## src/rtl/mdio_pkg.sv

```systemverilog
// mdio_pkg: shared definitions for the MDIO station-management sequencer.
//   - state encoding (localparams + enum)
//   - frame field constants and bit positions
//   - phase lengths and small helpers used by the controller
package mdio_pkg;

  localparam int CNT_W = 6;

  localparam logic [2:0] S_IDLE_ENC  = 3'd0;
  localparam logic [2:0] S_PRE_ENC   = 3'd1;
  localparam logic [2:0] S_FRAME_ENC = 3'd2;
  localparam logic [2:0] S_TURN_ENC  = 3'd3;
  localparam logic [2:0] S_READ_ENC  = 3'd4;
  localparam logic [2:0] S_DONE_ENC  = 3'd5;

  typedef enum logic [2:0] {
    S_IDLE  = S_IDLE_ENC,
    S_PRE   = S_PRE_ENC,
    S_FRAME = S_FRAME_ENC,
    S_TURN  = S_TURN_ENC,
    S_READ  = S_READ_ENC,
    S_DONE  = S_DONE_ENC
  } state_t;

  localparam logic [1:0] ST_VAL = 2'b01;
  localparam logic [1:0] OP_WR  = 2'b01;
  localparam logic [1:0] OP_RD  = 2'b10;

  localparam int ST_HI    = 31;
  localparam int ST_LO    = 30;
  localparam int OP_HI    = 29;
  localparam int OP_LO    = 28;
  localparam int PHYAD_HI = 27;
  localparam int PHYAD_LO = 23;
  localparam int REGAD_HI = 22;
  localparam int REGAD_LO = 18;
  localparam int TA_HI    = 17;
  localparam int TA_LO    = 16;
  localparam int DATA_HI  = 15;
  localparam int DATA_LO  = 0;

  localparam int FRAME_BITS    = 32;
  localparam int READ_HDR_BITS = 14;
  localparam int TURN_BITS     = 2;
  localparam int DATA_BITS     = 16;

  function automatic logic frame_valid(input logic [31:0] f);
    return (f[ST_HI:ST_LO] == ST_VAL) &&
           ((f[OP_HI:OP_LO] == OP_WR) || (f[OP_HI:OP_LO] == OP_RD));
  endfunction

  function automatic logic frame_is_rd(input logic [31:0] f);
    return f[OP_HI:OP_LO] == OP_RD;
  endfunction

  // Remaining-bit count loaded when the first frame bit goes out: the
  // frame phase then runs until the counter reaches zero.
  function automatic logic [CNT_W-1:0] frame_cnt_init(input logic is_rd);
    return is_rd ? CNT_W'(READ_HDR_BITS - 1) : CNT_W'(FRAME_BITS - 1);
  endfunction

endpackage

```

## src/rtl/mdio_if.sv

```systemverilog
// mdio_if: request/response and serial-line bundle of the MDIO controller.
//   t_data[31:0]  management frame (ST/OP/PHYAD/REGAD/TA/data)
//   mdio_start    begin transaction
//   mdio_in       serial data from the PHY
//   mdio_out      serial data to the PHY
//   mdio_oe       controller owns the bus
//   busy          controller not idle
//   mdio_done     one-cycle completion pulse
//   mdio_err      one-cycle rejected-frame pulse (with mdio_done)
//   rd_data[15:0] last read result
// master: host/PHY side driving requests and mdio_in; slave: the controller.
interface mdio_if;
  logic [31:0] t_data;
  logic        mdio_start;
  logic        mdio_in;
  logic        mdio_out;
  logic        mdio_oe;
  logic        busy;
  logic        mdio_done;
  logic        mdio_err;
  logic [15:0] rd_data;

  modport master (
    output t_data, mdio_start, mdio_in,
    input  mdio_out, mdio_oe, busy, mdio_done, mdio_err, rd_data
  );

  modport slave (
    input  t_data, mdio_start, mdio_in,
    output mdio_out, mdio_oe, busy, mdio_done, mdio_err, rd_data
  );
endinterface

```

## src/rtl/mdio_rx_shifter.sv

```systemverilog
// mdio_rx_shifter: MSB-first receive shifter for the read data phase.
//   MDC         management clock
//   rst         async active-low reset
//   shift_en_i  shift mdio_in_i in on this edge
//   mdio_in_i   serial data from the PHY
//   word_o      16-bit word as it stands once the current bit is taken
// Only 15 history bits are stored; the 16th is the live input bit so the
// controller can capture the complete word on the final sampling edge.
module mdio_rx_shifter
  import mdio_pkg::*;
(
  input  logic                 MDC,
  input  logic                 rst,
  input  logic                 shift_en_i,
  input  logic                 mdio_in_i,
  output logic [DATA_BITS-1:0] word_o
);

  logic [DATA_BITS-2:0] word_q;
  logic [DATA_BITS-2:0] word_d;

  assign word_o = {word_q, mdio_in_i};

  always_comb begin
    word_d = word_q;
    if (shift_en_i) word_d = word_o[DATA_BITS-2:0];
  end

  always_ff @(posedge MDC or negedge rst) begin
    if (!rst) word_q <= '0;
    else      word_q <= word_d;
  end

endmodule

```

## src/rtl/mdio_controller.sv

```systemverilog
// mdio_controller: STA-side MDIO sequencer. Sends PREAMBLE_LEN ones, then
// the 32-bit frame MSB-first; read frames release the bus at turnaround
// and shift in 16 data bits. All outputs are registered.
//   MDC   management clock (all state changes on posedge)
//   rst   async active-low reset
//   bus   mdio_if.slave (request, serial lines, status, rd_data)
//
// state   | meaning
// --------+--------------------------------------------------------
// IDLE    | bus released, waiting for mdio_start
// PRE     | driving preamble ones
// FRAME   | driving frame bits (32 for write, 14 header bits for read)
// TURN    | read turnaround, bus released for two cycles
// READ    | sampling 16 data bits from mdio_in
// DONE    | one-cycle mdio_done (and mdio_err for rejected frames)
module mdio_controller
  import mdio_pkg::*;
#(
  parameter int PREAMBLE_LEN = 32
) (
  input  logic MDC,
  input  logic rst,
  mdio_if.slave bus
);

  localparam logic [CNT_W-1:0] PRE_INIT =
    (PREAMBLE_LEN > 0) ? CNT_W'(PREAMBLE_LEN - 1) : '0;

  state_t           state_q, state_d;
  logic [CNT_W-1:0] cnt_q, cnt_d;
  logic [31:0]      shift_q, shift_d;
  logic             is_rd_q, is_rd_d;
  logic             out_q, out_d;
  logic             oe_q, oe_d;
  logic             busy_q, busy_d;
  logic             done_q, done_d;
  logic             err_q, err_d;
  logic [15:0]      rd_q, rd_d;
  logic             rx_en;
  logic [15:0]      rx_word;

  mdio_rx_shifter u_rx (
    .MDC        (MDC),
    .rst        (rst),
    .shift_en_i (rx_en),
    .mdio_in_i  (bus.mdio_in),
    .word_o     (rx_word)
  );

  always_comb begin
    state_d = state_q;
    cnt_d   = cnt_q;
    shift_d = shift_q;
    is_rd_d = is_rd_q;
    out_d   = 1'b0;
    oe_d    = 1'b0;
    busy_d  = busy_q;
    done_d  = 1'b0;
    err_d   = 1'b0;
    rd_d    = rd_q;
    rx_en   = 1'b0;

    case (state_q)
      S_IDLE: begin
        busy_d = 1'b0;
        if (bus.mdio_start) begin
          shift_d = bus.t_data;
          is_rd_d = frame_is_rd(bus.t_data);
          busy_d  = 1'b1;
          if (!frame_valid(bus.t_data)) begin
            state_d = S_DONE;
            done_d  = 1'b1;
            err_d   = 1'b1;
          end else if (PREAMBLE_LEN > 0) begin
            state_d = S_PRE;
            oe_d    = 1'b1;
            out_d   = 1'b1;
            cnt_d   = PRE_INIT;
          end else begin
            // No preamble: the first frame bit goes out on the start edge.
            state_d = S_FRAME;
            oe_d    = 1'b1;
            out_d   = bus.t_data[31];
            shift_d = {bus.t_data[30:0], 1'b0};
            cnt_d   = frame_cnt_init(frame_is_rd(bus.t_data));
          end
        end
      end

      S_PRE: begin
        oe_d = 1'b1;
        if (cnt_q == '0) begin
          state_d = S_FRAME;
          out_d   = shift_q[31];
          shift_d = {shift_q[30:0], 1'b0};
          cnt_d   = frame_cnt_init(is_rd_q);
        end else begin
          out_d = 1'b1;
          cnt_d = cnt_q - 1'b1;
        end
      end

      S_FRAME: begin
        if (cnt_q == '0) begin
          if (is_rd_q) begin
            state_d = S_TURN;
            cnt_d   = CNT_W'(TURN_BITS - 1);
          end else begin
            state_d = S_DONE;
            done_d  = 1'b1;
          end
        end else begin
          oe_d    = 1'b1;
          out_d   = shift_q[31];
          shift_d = {shift_q[30:0], 1'b0};
          cnt_d   = cnt_q - 1'b1;
        end
      end

      S_TURN: begin
        if (cnt_q == '0) begin
          state_d = S_READ;
          cnt_d   = CNT_W'(DATA_BITS - 1);
        end else begin
          cnt_d = cnt_q - 1'b1;
        end
      end

      S_READ: begin
        rx_en = 1'b1;
        if (cnt_q == '0) begin
          state_d = S_DONE;
          rd_d    = rx_word;
          done_d  = 1'b1;
        end else begin
          cnt_d = cnt_q - 1'b1;
        end
      end

      S_DONE: begin
        state_d = S_IDLE;
        busy_d  = 1'b0;
      end

      default: begin
        state_d = S_IDLE;
        busy_d  = 1'b0;
      end
    endcase
  end

  always_ff @(posedge MDC or negedge rst) begin
    if (!rst) begin
      state_q <= S_IDLE;
      cnt_q   <= '0;
      shift_q <= '0;
      is_rd_q <= 1'b0;
      out_q   <= 1'b0;
      oe_q    <= 1'b0;
      busy_q  <= 1'b0;
      done_q  <= 1'b0;
      err_q   <= 1'b0;
      rd_q    <= '0;
    end else begin
      state_q <= state_d;
      cnt_q   <= cnt_d;
      shift_q <= shift_d;
      is_rd_q <= is_rd_d;
      out_q   <= out_d;
      oe_q    <= oe_d;
      busy_q  <= busy_d;
      done_q  <= done_d;
      err_q   <= err_d;
      rd_q    <= rd_d;
    end
  end

  assign bus.mdio_out  = out_q;
  assign bus.mdio_oe   = oe_q;
  assign bus.busy      = busy_q;
  assign bus.mdio_done = done_q;
  assign bus.mdio_err  = err_q;
  assign bus.rd_data   = rd_q;

endmodule
```

## src/flat_wrapper.sv

```systemverilog
// flat-port wrapper written by rule: the top's interface ports become plain ports
module mdio_controller_flat import mdio_pkg::*;
#(
  parameter int PREAMBLE_LEN = 32
)
  (MDC, rst, bus_t_data, bus_mdio_start, bus_mdio_in, bus_mdio_out, bus_mdio_oe, bus_busy, bus_mdio_done, bus_mdio_err, bus_rd_data);
  mdio_if bus_i ();
  input  logic MDC;
  input  logic rst;
  input wire logic [$bits(bus_i.t_data)-1:0] bus_t_data;
  input wire logic [$bits(bus_i.mdio_start)-1:0] bus_mdio_start;
  input wire logic [$bits(bus_i.mdio_in)-1:0] bus_mdio_in;
  output wire logic [$bits(bus_i.mdio_out)-1:0] bus_mdio_out;
  output wire logic [$bits(bus_i.mdio_oe)-1:0] bus_mdio_oe;
  output wire logic [$bits(bus_i.busy)-1:0] bus_busy;
  output wire logic [$bits(bus_i.mdio_done)-1:0] bus_mdio_done;
  output wire logic [$bits(bus_i.mdio_err)-1:0] bus_mdio_err;
  output wire logic [$bits(bus_i.rd_data)-1:0] bus_rd_data;
  assign bus_i.t_data = bus_t_data;
  assign bus_i.mdio_start = bus_mdio_start;
  assign bus_i.mdio_in = bus_mdio_in;
  assign bus_mdio_out = bus_i.mdio_out;
  assign bus_mdio_oe = bus_i.mdio_oe;
  assign bus_busy = bus_i.busy;
  assign bus_mdio_done = bus_i.mdio_done;
  assign bus_mdio_err = bus_i.mdio_err;
  assign bus_rd_data = bus_i.rd_data;
  mdio_controller #(.PREAMBLE_LEN(PREAMBLE_LEN)) u_core (.MDC(MDC), .rst(rst), .bus(bus_i));
endmodule
```

## config.mk

```make
export PLATFORM = sky130hd
export DESIGN_NAME = mdio_controller_flat
export DESIGN_NICKNAME = d
export VERILOG_FILES = /design/src/rtl/mdio_pkg.sv /design/src/rtl/mdio_if.sv /design/src/rtl/mdio_rx_shifter.sv /design/src/rtl/mdio_controller.sv /design/src/flat_wrapper.sv
export SDC_FILE = /design/constraint.sdc
export NUM_CORES = 1
export LEC_CHECK = 0
export ABC_AREA = 1
export BUFFER_PORTS_ARGS = -buffer_cell sky130_fd_sc_hd__buf_2
export CAP_MARGIN = 30
export CORE_MARGIN = 1.5
export CORE_UTILIZATION = 55
export CTS_BUF_LIST = sky130_fd_sc_hd__clkbuf_4 sky130_fd_sc_hd__clkbuf_8
export DETAILED_ROUTE_END_ITERATION = 16
export PLACE_DENSITY = 0.81
export SLEW_MARGIN = 0
export SYNTH_ARGS = -nofsm -noshare
export SYNTH_HDL_FRONTEND = slang
export SYNTH_HIERARCHICAL = 1
export SYNTH_SLANG_ARGS = --single-unit
```

## constraint.sdc

```tcl
create_clock -name MDC -period 4.9 [get_ports MDC]
set_clock_uncertainty 0.2 [all_clocks]
set_input_delay 1.47 -clock MDC [delete_from_list [all_inputs] [get_ports MDC]]
set_output_delay 1.47 -clock MDC [all_outputs]
set_load 0.02 [all_outputs]
```

==> results of run 1 <==
[cell usage after synthesis, types with 6 or more instances]
library cell,count
sky130_fd_sc_hd__nand2_2,30
sky130_fd_sc_hd__inv_2,6
sky130_fd_sc_hd__nand2_1,256
sky130_fd_sc_hd__inv_1,15
sky130_fd_sc_hd__mux2_4,10
sky130_fd_sc_hd__nor2_1,12
sky130_fd_sc_hd__mux2_2,6
sky130_fd_sc_hd__dfrtp_1,78
sky130_fd_sc_hd__nand3_1,13
sky130_fd_sc_hd__buf_2,6
sky130_fd_sc_hd__o21ai_0,13
[placed cells by master, fill, tap and decap left out, types with 2 or more instances in the layout]
cell type / netlist / final
sky130_fd_sc_hd__nor2_2: 3 / 3
sky130_fd_sc_hd__inv_6: 2 / 4
sky130_fd_sc_hd__or2_2: 2 / 2
sky130_fd_sc_hd__nand4_1: 3 / 3
sky130_fd_sc_hd__buf_2: 6 / 55
sky130_fd_sc_hd__inv_1: 15 / 15
sky130_fd_sc_hd__nand2_4: 3 / 3
sky130_fd_sc_hd__nor2_1: 12 / 12
sky130_fd_sc_hd__inv_2: 6 / 6
sky130_fd_sc_hd__a21oi_1: 4 / 4
sky130_fd_sc_hd__ha_1: 3 / 3
sky130_fd_sc_hd__dfrtp_1: 78 / 78
sky130_fd_sc_hd__nor2_4: 2 / 2
sky130_fd_sc_hd__o21ai_0: 13 / 13
sky130_fd_sc_hd__nand2_1: 256 / 256
sky130_fd_sc_hd__mux2_2: 6 / 6
sky130_fd_sc_hd__clkbuf_8: 0 / 9
sky130_fd_sc_hd__nand2_2: 30 / 30
sky130_fd_sc_hd__clkinvlp_4: 0 / 3
sky130_fd_sc_hd__nand3_1: 13 / 13
sky130_fd_sc_hd__mux2_4: 10 / 10
[sequential cells by signal (all words and copies together) (netlist names)]
register / cells
u_core/bus.mdio_out: 1
u_core/bus.mdio_done: 1
u_core/is_rd_q: 1
u_core/bus.rd_data: 16
u_core/bus.mdio_oe: 1
u_core/u_rx/word_q: 15
u_core/shift_q: 32
u_core/bus.mdio_err: 1
u_core/cnt_q: 6
u_core/bus.busy: 1
u_core/state_q: 3
[where the power goes]
| group | total, uW | internal [uW] | switching (uW) |
|---|---|---|---|
| Clock | 497 | 242 | 255 |
| Combinational | 1490 | 479 | 1020 |
| Sequential | 1090 | 912 | 182 |
| Total | 3090 | 1630 | 1450 |
[tightest hold or removal path, stage by stage (launching register included)]
cell	delay, ps
sky130_fd_sc_hd__dfrtp_1	350
sky130_fd_sc_hd__nand2_1	50
sky130_fd_sc_hd__nand2_1	60
[kinds of logic after synthesis]
family / after synthesis / share of synthesized area
XOR/XNOR: 2 / 0.00437
AO/OA/AOI/OAI: 18 / 0.0231
multiplexers: 16 / 0.0544
buffers and inverters: 42 / 0.0678
AND/OR/NAND/NOR: 328 / 0.354
flip-flops: 78 / 0.487
adder cells (fa/ha/maj): 3 / 0.00937
[layer usage]
layer  wire length (um)  up-vias
li1                   -     1603
met1               3640     1443
met2               3880       72
met3                272       16
met4                186        0
met5                  0        -
[worst paths after layout]
path | to | slack, ps | cells past startpoint
worst max-delay path | u_core/cnt_q[5] | 2270 | 9
worst min-delay path | u_core/shift_q[1] | 280 | 2
worst max register to register | u_core/shift_q[4] | 2330 | 9
worst min register to register | u_core/shift_q[1] | 280 | 2
max in group asynchronous | u_core/u_rx/word_q[3] | 3240 | 2
min in group asynchronous | u_core/shift_q[1] | 710 | 1
[cell type report]
class	count	area, um^2	area share
Timing Repair Buffer	57	310	0.0694
Clock buffer	9	124	0.0277
Tap cell	96	120	0.0269
Inverter	24	103	0.0229
Multi-Input combinational cell	367	1780	0.398
Clock inverter	7	81.3	0.0182
Sequential cell	78	1950	0.436
[per-stage QoR]
step / hold slack, ps / util / setup WS, ps
after global placement: 256 / 0.614 / 1950
final: 283 / 0.647 / 2270
after detailed placement: 265 / 0.614 / 1910
after global routing: 306 / 0.647 / 2110
after floorplan: 242 / - / 2150
after CTS: 288 / 0.643 / 2280
==> run_results.csv, run 1 <==
group,metric,value,unit
logic_synthesis,post-synth-top-area-cell,"sky130_fd_sc_hd__dfrtp_1",
global_routing,globalRouteTotalUtil,0.223,
floorplanning,floorplan.die.height,88.3,um
detailed_routing,routed_wirelength,7.97,mm
clock_tree,post_cts_clock_slew_at_the_launch_and_capture_registers_of_the_worst_setup_and_hold_paths,80,ps
global_routing,largest_net_degree_at_the_start_of_global_routing,79,
critical_path,cp_cell_sequence,"buf_2 -> inv_1 -> ha_1 -> nor3_1 -> or2_2 -> nand3_1 -> nor2_2 -> nand2_1 -> nand2_1",
clock_tree,cts_tree,"yes",
logic_synthesis,synth-warning-count,6,
critical_path,worstPathMaxFanout,6,
clock_tree,postCtsSetupBuffers,0,
logic_synthesis,synth_cells,487,
final_layout,fillerInstances,607,
logic_synthesis,synth_async_sr_flop_share,1.00,
place,io_buffers,56,
timing,period_needed,2630,ps
critical_path,crit_path_max_incr_delay,280,ps
worst_hold_path,hold_class,"reg -> reg",
global_routing,grt.met3_usage,0.0448,
clock_tree,cts_buffers,9,
logic_synthesis,synth_top_area_frac,0.487,
worst_hold_path,hold_path.startpoint,"u_core/shift_q[1]",
critical_path,cp-start-kind,"input pin",
clock_tree,cts.htree.levels,3,
logic_synthesis,synth_area,4010,um^2
place,dpl.hpwl,5.26,mm
detailed_routing,wire_per_inst,12.5,um
critical_path,reg2reg_from,"u_core/cnt_q[0]",
timing,timing.final.crit_share,0.537,
clock_tree,hold_buffers,0,
place,numPlacedInstances,621,
clock_tree,clock_sink_count,78,
final_layout,final_area,4470,um^2
timing,final_hold_viol_count,0,
logic_synthesis,synthDistinctLibCells,31,
timing,grt_setup_unrepaired,"no",
timing,slew-limit-headroom,0.411,
floorplanning,dieArea,7800,um^2
critical_path,worst_path_most_repeated_cell,"sky130_fd_sc_hd__nand2_1",
place,postPlaceCellArea,4240,um^2
logic_synthesis,synth_enable_flop_cells,0,
logic_synthesis,synth_seq_cells,78,
clock_tree,worst_skew_pair.late_latency,350,ps
critical_path,critical_path_endpoint_category,"register",
final_layout,layout.cells.non_filler,638,
global_routing,global_route_wire_length_before_repair,13.3,mm
critical_path,worst-setup-path-type,"in -> reg",
floorplanning,io_pins,57,
detailed_routing,detailed_routing_iterations_pass_1,4,
clock_tree,cts-root-to-sink-buffers,2,
clock_tree,cts.repair.resized,0,
floorplanning,die_w,88.3,um
critical_path,slowest_stage,"sky130_fd_sc_hd__ha_1",
global_routing,grt_pass1_vias,2998,
logic_synthesis,mappedNetlistNets,526,
final_layout,antenna_cells,0,
logic_synthesis,seq_area_frac_synth,0.487,
power,report.power.total,3090,uW
outcome,run_status,"completed",
global_routing,grt.met1_usage,0.291,
detailed_routing,detail-route-antenna-nets,0,
floorplanning,effective_utilization_at_floorplan,0.580,
global_routing,grt.busiest_layer,"met2",
place,finalWeightedCongestion,0.851,
logic_synthesis,synth_area_leaders,"sky130_fd_sc_hd__dfrtp_1 49%, sky130_fd_sc_hd__nand2_1 24%, sky130_fd_sc_hd__nand2_2 4.7%",
floorplanning,core-area,6910,um^2
detailed_routing,routed_via_density,4.91,
critical_path,critPathLaunch,"bus_t_data[28]",
critical_path,worst_ep_required_time,5000,ps
timing,finalSetupViolCount,0,
detailed_routing,vias,3134,
flow_run,timing.max_cap.violations,0,
timing,max_clock_freq,0.380,GHz
final_layout,flow.area_growth_from_synthesis,11.7,%
logic_synthesis,syn-mean-instance-area,8.22,um^2
global_routing,globalRouteMet2Util,0.355,
critical_path,cp.arrival,2730,ps
critical_path,cp_bufs_invs,2,
final_layout,drive_above_1_share,0.260,
power,irDropWorstVdd,0.000307,V
final_layout,final_net_count,576,
timing,setup-tns-final,0,ps
power,static-leakage-power,0.00261,uW
floorplanning,placement_rows,30,
global_routing,antenna_violations_before_repair,0,
clock_tree,clk_root_buffer_cell,"sky130_fd_sc_hd__clkbuf_8",
detailed_routing,drtIter0Drc,200,
global_routing,grt_remaining_overflow,0,
timing,max_slew.worst_pin.slew,883,ps
critical_path,critical_path.top_delay_family,"simple AND/OR/NAND/NOR gates",
detailed_routing,drc_errors,0,
logic_synthesis,synth_flop_cell,"sky130_fd_sc_hd__dfrtp_1",
power,power_per_cell_area,690,nW/um^2
timing,fin_max_slew_vios,0,
(Power assumes the default switching activity.)
==> run 2, diff against run 1 <==
clock period = 2.55 ns   (was 4.9 ns; I/O delays follow)
==> run 2 against run 1 <==
Compared with the run above: wire length is 0.63% higher; global-route usage is 0.12 points lower; register-to-register slack worse by 2100 ps; first-iteration DRC count is 34% lower.
==> run_results.csv, run 2 (synthesized netlist as in run 1, its figures left out) <==
group,metric,value,unit
outcome,run_status,"completed",
power,irDropWorstVdd,0.000925,V
floorplanning,core-area,6910,um^2
final_layout,final-seq-area,1950,um^2
timing,max_clock_freq,0.438,GHz
clock_tree,cts.repair.resized,0,
clock_tree,cts_tree,"yes",
timing,grt_setup_unrepaired,"no",
clock_tree,cts-root-to-sink-buffers,2,
timing,slew-limit-headroom,0.721,
detailed_routing,detail-route-antenna-nets,0,
detailed_routing,wire_per_inst,12.5,um
critical_path,crit_path_max_incr_delay,410,ps
worst_hold_path,hold_class,"in -> async",
critical_path,critical_path.top_delay_family,"simple AND/OR/NAND/NOR gates",
floorplanning,placement_rows,30,
detailed_routing,routed_wirelength,8.02,mm
clock_tree,post_cts_clock_slew_at_the_launch_and_capture_registers_of_the_worst_setup_and_hold_paths,90,ps
critical_path,worst-setup-path-type,"reg -> reg",
critical_path,cp.arrival,2370,ps
clock_tree,hold_buffers,0,
critical_path,critPathLaunch,"u_core/cnt_q[0]",
place,numPlacedInstances,628,
final_layout,area_used_by_multi_input_combinational_logic,1780,um^2
floorplanning,die_w,88.3,um
place,dpl.hpwl,5.63,mm
global_routing,global_route_wire_length_before_repair,13.4,mm
detailed_routing,vias,3245,
critical_path,reg2reg_from,"u_core/cnt_q[0]",
place,io_buffers,56,
critical_path,critical_path_endpoint_category,"register",
detailed_routing,drc_errors,0,
critical_path,worst_path_most_repeated_cell,"sky130_fd_sc_hd__nand2_1",
timing,period_needed,2280,ps
final_layout,drive_above_1_share,0.268,
clock_tree,cts.htree.levels,3,
critical_path,cp-start-kind,"register",
critical_path,timing.critical_path.depth,9,
floorplanning,io_pins,57,
detailed_routing,wl_met2,4.00,mm
detailed_routing,detailed_routing_iterations_pass_1,5,
critical_path,cp_bufs_invs,2,
timing,setup-tns-final,0,ps
power,power_per_cell_area,1330,nW/um^2
timing,final_hold_viol_count,0,
final_layout,layout.cells.most_common_list,"256 x sky130_fd_sc_hd__nand2_1, 78 x sky130_fd_sc_hd__dfrtp_1, 55 x sky130_fd_sc_hd__buf_2",
critical_path,worst-r2r-cell-count,9,
clock_tree,worst_skew_pair.late_latency,350,ps
floorplanning,floorplan.die.height,88.3,um
global_routing,antenna_violations_before_repair,0,
detailed_routing,drtIter0Drc,132,
critical_path,regToRegSetupSlack,270,ps
detailed_routing,met1_length,3.56,mm
timing,max_slew.worst_pin.slew,418,ps
clock_tree,cts_buffers,9,
flow_run,timing.max_cap.violations,0,
clock_tree,postCtsSetupBuffers,0,
detailed_routing,topRoutingLayerUsed,"met4",
global_routing,grt_pass1_vias,3026,
global_routing,globalRouteTotalUtil,0.222,
timing,fin_max_slew_vios,0,
floorplanning,dieArea,7800,um^2
detailed_routing,routed_via_density,5.04,
critical_path,slowest_stage,"sky130_fd_sc_hd__dfrtp_1",
critical_path,worstPathMaxFanout,31,
final_layout,layout.cells.non_filler,644,
power,static-leakage-power,0.00263,uW
clock_tree,clk_root_buffer_cell,"sky130_fd_sc_hd__clkbuf_8",
global_routing,largest_net_degree_at_the_start_of_global_routing,42,
critical_path,crit_path_end,"u_core/shift_q[29]",
floorplanning,effective_utilization_at_floorplan,0.580,
place,finalWeightedCongestion,0.858,
final_layout,mostFrequentLayoutCell,"sky130_fd_sc_hd__nand2_1",
timing,finalSetupViolCount,0,
final_layout,flow.area_growth_from_synthesis,12.5,%
final_layout,antenna_cells,0,
final_layout,largest_reg_flops,32,
final_layout,fillerInstances,600,
critical_path,reg2reg_to,"u_core/shift_q[29]",
final_layout,final_net_count,582,
timing,timing.final.crit_share,0.895,
global_routing,grt_remaining_overflow,0,
final_layout,top_register,"u_core/shift_q",
critical_path,worst_ep_required_time,2640,ps
critical_path,cp_cell_sequence,"inv_1 -> ha_1 -> nand3_1 -> nand2_2 -> and2_4 -> nand2_4 -> inv_6 -> nand2_1 -> nand2_1",
detailed_routing,detailroute.wirelength.met3,372,um
clock_tree,clock_sink_count,78,
run 2: cell types whose count changed in the layout (fill, tap and decap cells not counted):
cell | before | now
sky130_fd_sc_hd__buf_16 | 1 | 0
sky130_fd_sc_hd__buf_12 | 0 | 2
sky130_fd_sc_hd__clkinvlp_4 | 3 | 2
sky130_fd_sc_hd__inv_6 | 4 | 5
sky130_fd_sc_hd__inv_8 | 1 | 2
sky130_fd_sc_hd__buf_4 | 1 | 6
sky130_fd_sc_hd__bufinv_16 | 1 | 0
run 2: layout make-up:
type,count,area share
sequential,78,0.433
clock inverter,7,0.0142
inverter,24,0.0228
multi-input combinational,367,0.396
tap,96,0.0267
clock buffer,9,0.0275
timing repair buffer,63,0.0800
run 2: power breakdown:
| group | total (uW) | internal [uW] | switching (uW) |
|---|---|---|---|
| Clock | 886 | 377 | 509 |
| Combinational | 2990 | 1010 | 1980 |
| Sequential | 2110 | 1750 | 356 |
run 2: worst register-to-register path: stages (launching register included):
cell and delay, ps:
sky130_fd_sc_hd__dfrtp_1 410, sky130_fd_sc_hd__inv_1 150, sky130_fd_sc_hd__ha_1 180, sky130_fd_sc_hd__nand3_1 320, sky130_fd_sc_hd__nand2_2 230, sky130_fd_sc_hd__and2_4 170
sky130_fd_sc_hd__nand2_4 120, sky130_fd_sc_hd__inv_6 270, sky130_fd_sc_hd__nand2_1 110, sky130_fd_sc_hd__nand2_1 80
run 2: routing by layer:
layer | track usage | vias up
li1 | - | 1611
met2 | 0.370 | 96
met5 | 0 | -
met3 | 0.0336 | 12
met4 | 0.0881 | 0
met1 | 0.293 | 1526
run 2: worst min path at each step:
stage | startpoint | end | slack (ps) | depth (start not counted)
floorplan | u_core/u_rx/word_q[14] | u_core/u_rx/word_q[14] | 240 | 2
detailed placement | u_core/u_rx/word_q[14] | u_core/u_rx/word_q[14] | 260 | 2
global route | rst | u_core/shift_q[3] | 50 | 1
global placement | u_core/u_rx/word_q[14] | u_core/u_rx/word_q[14] | 260 | 2
CTS | rst | u_core/shift_q[1] | 50 | 1
finish | rst | u_core/shift_q[3] | 60 | 1
run 2: through the flow:
step	util	hold WS, ps	cell area [um^2]	total power (uW)	worst slack (ps)
floorplan	-	242	4010	4610	505
global placement	0.625	255	4320	4970	313
detailed placement	0.625	262	4320	5110	266
CTS	0.652	53.0	4500	6010	311
global route	0.652	54.1	4500	6520	97.3
finish	0.652	58.3	4500	5990	269
==> run 3, diff against run 2 <==
CORE_UTILIZATION = 35   (was 55)
CTS_CLUSTER_SIZE = 40   (was not set)
PLACE_DENSITY = 0.57   (was 0.81)
==> run 3 against run 2 <==
Compared with the run above: die area grew 55%; cell count rose by 6.8%; worst hold slack improved by 110 ps; critical endpoint is now u_core/shift_q[0]; flip-flop and latch count did not move; register-to-register slack hardly changed; total power grew 2.1%; combinational power is 2% lower; first-iteration DRC count rose by 6.1%.
==> run_results.csv, run 3 (synthesized netlist as in run 1, its figures left out) <==
group,metric,value,unit
clock_tree,clock_sink_count,78,
clock_tree,postCtsSetupBuffers,0,
timing,fin_max_slew_vios,0,
clock_tree,hold_buffers,0,
power,static-leakage-power,0.00266,uW
final_layout,drive_above_1_share,0.268,
floorplanning,core-area,11000,um^2
floorplanning,floorplan.die.height,110,um
timing,max_slew.worst_pin.slew,485,ps
global_routing,globalRouteTotalUtil,0.148,
timing,finalSetupViolCount,0,
clock_tree,cts-root-to-sink-buffers,2,
outcome,run_status,"completed",
clock_tree,cts.htree.levels,3,
clock_tree,cts_tree,"yes",
detailed_routing,drtIter0Drc,140,
global_routing,largest_net_degree_at_the_start_of_global_routing,38,
global_routing,antenna_violations_before_repair,0,
floorplanning,placement_rows,38,
final_layout,antenna_cells,0,
place,finalWeightedCongestion,0.845,
place,dp_slack,183,ps
timing,timing.final.crit_share,0.899,
timing,max_clock_freq,0.436,GHz
flow_run,timing.max_cap.violations,0,
clock_tree,cts_buffers,9,
clock_tree,post_cts_clock_slew_at_the_launch_and_capture_registers_of_the_worst_setup_and_hold_paths,80,ps
detailed_routing,detailed_routing_iterations_pass_1,5,
detailed_routing,drc_errors,0,
critical_path,regToRegSetupSlack,260,ps
worst_hold_path,hold_class,"in -> async",
global_routing,grt_remaining_overflow,0,
detailed_routing,routed_via_density,4.58,
timing,least_setup_slack_across_all_paths_after_layout,257,ps
floorplanning,effective_utilization_at_floorplan,0.365,
detailed_routing,wire_per_inst,12.2,um
global_routing,global_route_wire_length_before_repair,13.7,mm
final_layout,final_net_count,582,
critical_path,cp.arrival,2330,ps
critical_path,cp-start-kind,"register",
floorplanning,die_w,110,um
critical_path,critical_path_endpoint_category,"register",
final_layout,layout.cells.most_common_list,"256 x sky130_fd_sc_hd__nand2_1, 78 x sky130_fd_sc_hd__dfrtp_1, 55 x sky130_fd_sc_hd__buf_2",
timing,final_hold_viol_count,0,
timing,period_needed,2290,ps
critical_path,worst-setup-path-type,"reg -> reg",
floorplanning,dieArea,12100,um^2
final_layout,flow.area_growth_from_synthesis,14.9,%
place,io_buffers,56,
detailed_routing,detail-route-antenna-nets,0,
critical_path,worst_ep_required_time,2590,ps
clock_tree,worst_skew_pair.late_latency,360,ps
final_layout,top_register,"u_core/shift_q",
clock_tree,clk_root_buffer_cell,"sky130_fd_sc_hd__clkbuf_8",
global_routing,grt_pass1_vias,2903,
power,irDropWorstVdd,0.000446,V
timing,grt_setup_unrepaired,"no",
final_layout,largest_reg_flops,32,
clock_tree,cts.repair.resized,0,
place,dpl.hpwl,5.74,mm
detailed_routing,routed_wirelength,8.40,mm
critical_path,worst-r2r-cell-count,9,
timing,slew-limit-headroom,0.677,
critical_path,worstPathMaxFanout,19,
final_layout,fillerInstances,1084,
detailed_routing,vias,3149,
timing,setup-tns-final,0,ps
power,power_per_cell_area,1330,nW/um^2
floorplanning,io_pins,57,
final_layout,mostFrequentLayoutCell,"sky130_fd_sc_hd__nand2_1",
run 3: cell types whose count changed in the layout (fill, tap and decap cells not counted):
cell	delta
sky130_fd_sc_hd__clkinvlp_4	-2
sky130_fd_sc_hd__bufinv_16	+2
sky130_fd_sc_hd__inv_6	-3
sky130_fd_sc_hd__buf_12	-1
sky130_fd_sc_hd__inv_8	-2
sky130_fd_sc_hd__clkinv_4	+2
sky130_fd_sc_hd__buf_4	+1
sky130_fd_sc_hd__clkbuf_8	+3
run 3: metrics by stage:
stage | hold WS, ps | utilization | std cells | power [uW] | area (um^2)
global route | 195 | 0.419 | 688 | 6700 | 4600
CTS | 171 | 0.419 | 688 | 6200 | 4600
detailed placement | 259 | 0.397 | 672 | 5070 | 4360
global placement | 257 | 0.397 | 672 | 5000 | 4360
finish | 168 | 0.419 | 688 | 6120 | 4600
floorplan | 242 | - | 487 | 4610 | 4010
run 3: layout make-up:
class | count | area [um^2] | area share
clock buffers | 12 | 165 | 0.0359
flip-flops and latches | 78 | 1950 | 0.424
repair buffers | 63 | 348 | 0.0756
multi-input cells | 367 | 1780 | 0.387
clock inverters | 4 | 77.6 | 0.0169
well taps | 140 | 175 | 0.0381
inverters | 24 | 103 | 0.0223
run 3: final timing paths:
path	from	end
worst max register to register	u_core/cnt_q[0]	u_core/shift_q[0]
worst max-delay path	u_core/cnt_q[0]	u_core/shift_q[0]
min in group MDC	u_core/u_rx/word_q[14]	u_core/u_rx/word_q[14]
worst min register to register	u_core/u_rx/word_q[14]	u_core/u_rx/word_q[14]
worst min-delay path	rst	u_core/u_rx/word_q[3]
max in group asynchronous	rst	u_core/shift_q[17]
run 3: power by group:
part / switching [uW] / internal (uW) / leakage, uW
sequential: 331 / 1750 / 0.00101
combinational: 1970 / 974 / 0.00153
clock: 455 / 635 / 0.000123
total: 2750 / 3360 / 0.00266
run 3: worst max-delay path, cell delays in order (launching register included):
cell                      delay [ps]
sky130_fd_sc_hd__dfrtp_1         400
sky130_fd_sc_hd__inv_1           150
sky130_fd_sc_hd__ha_1            180
sky130_fd_sc_hd__nand3_1         320
sky130_fd_sc_hd__nand2_2         210
sky130_fd_sc_hd__and2_4          170
sky130_fd_sc_hd__nand2_4         130
sky130_fd_sc_hd__buf_4           250
sky130_fd_sc_hd__nand2_1          70
sky130_fd_sc_hd__o21ai_0          80
run 3: per-layer routing:
metal / wire [um] / part of all wire / GRT usage
met1: 4100 / 0.49 / 0.201
met2: 3760 / 0.45 / 0.223
met3: 404 / 0.048 / 0.0412
met4: 136 / 0.016 / 0.0622
met5: 0 / 0 / 0
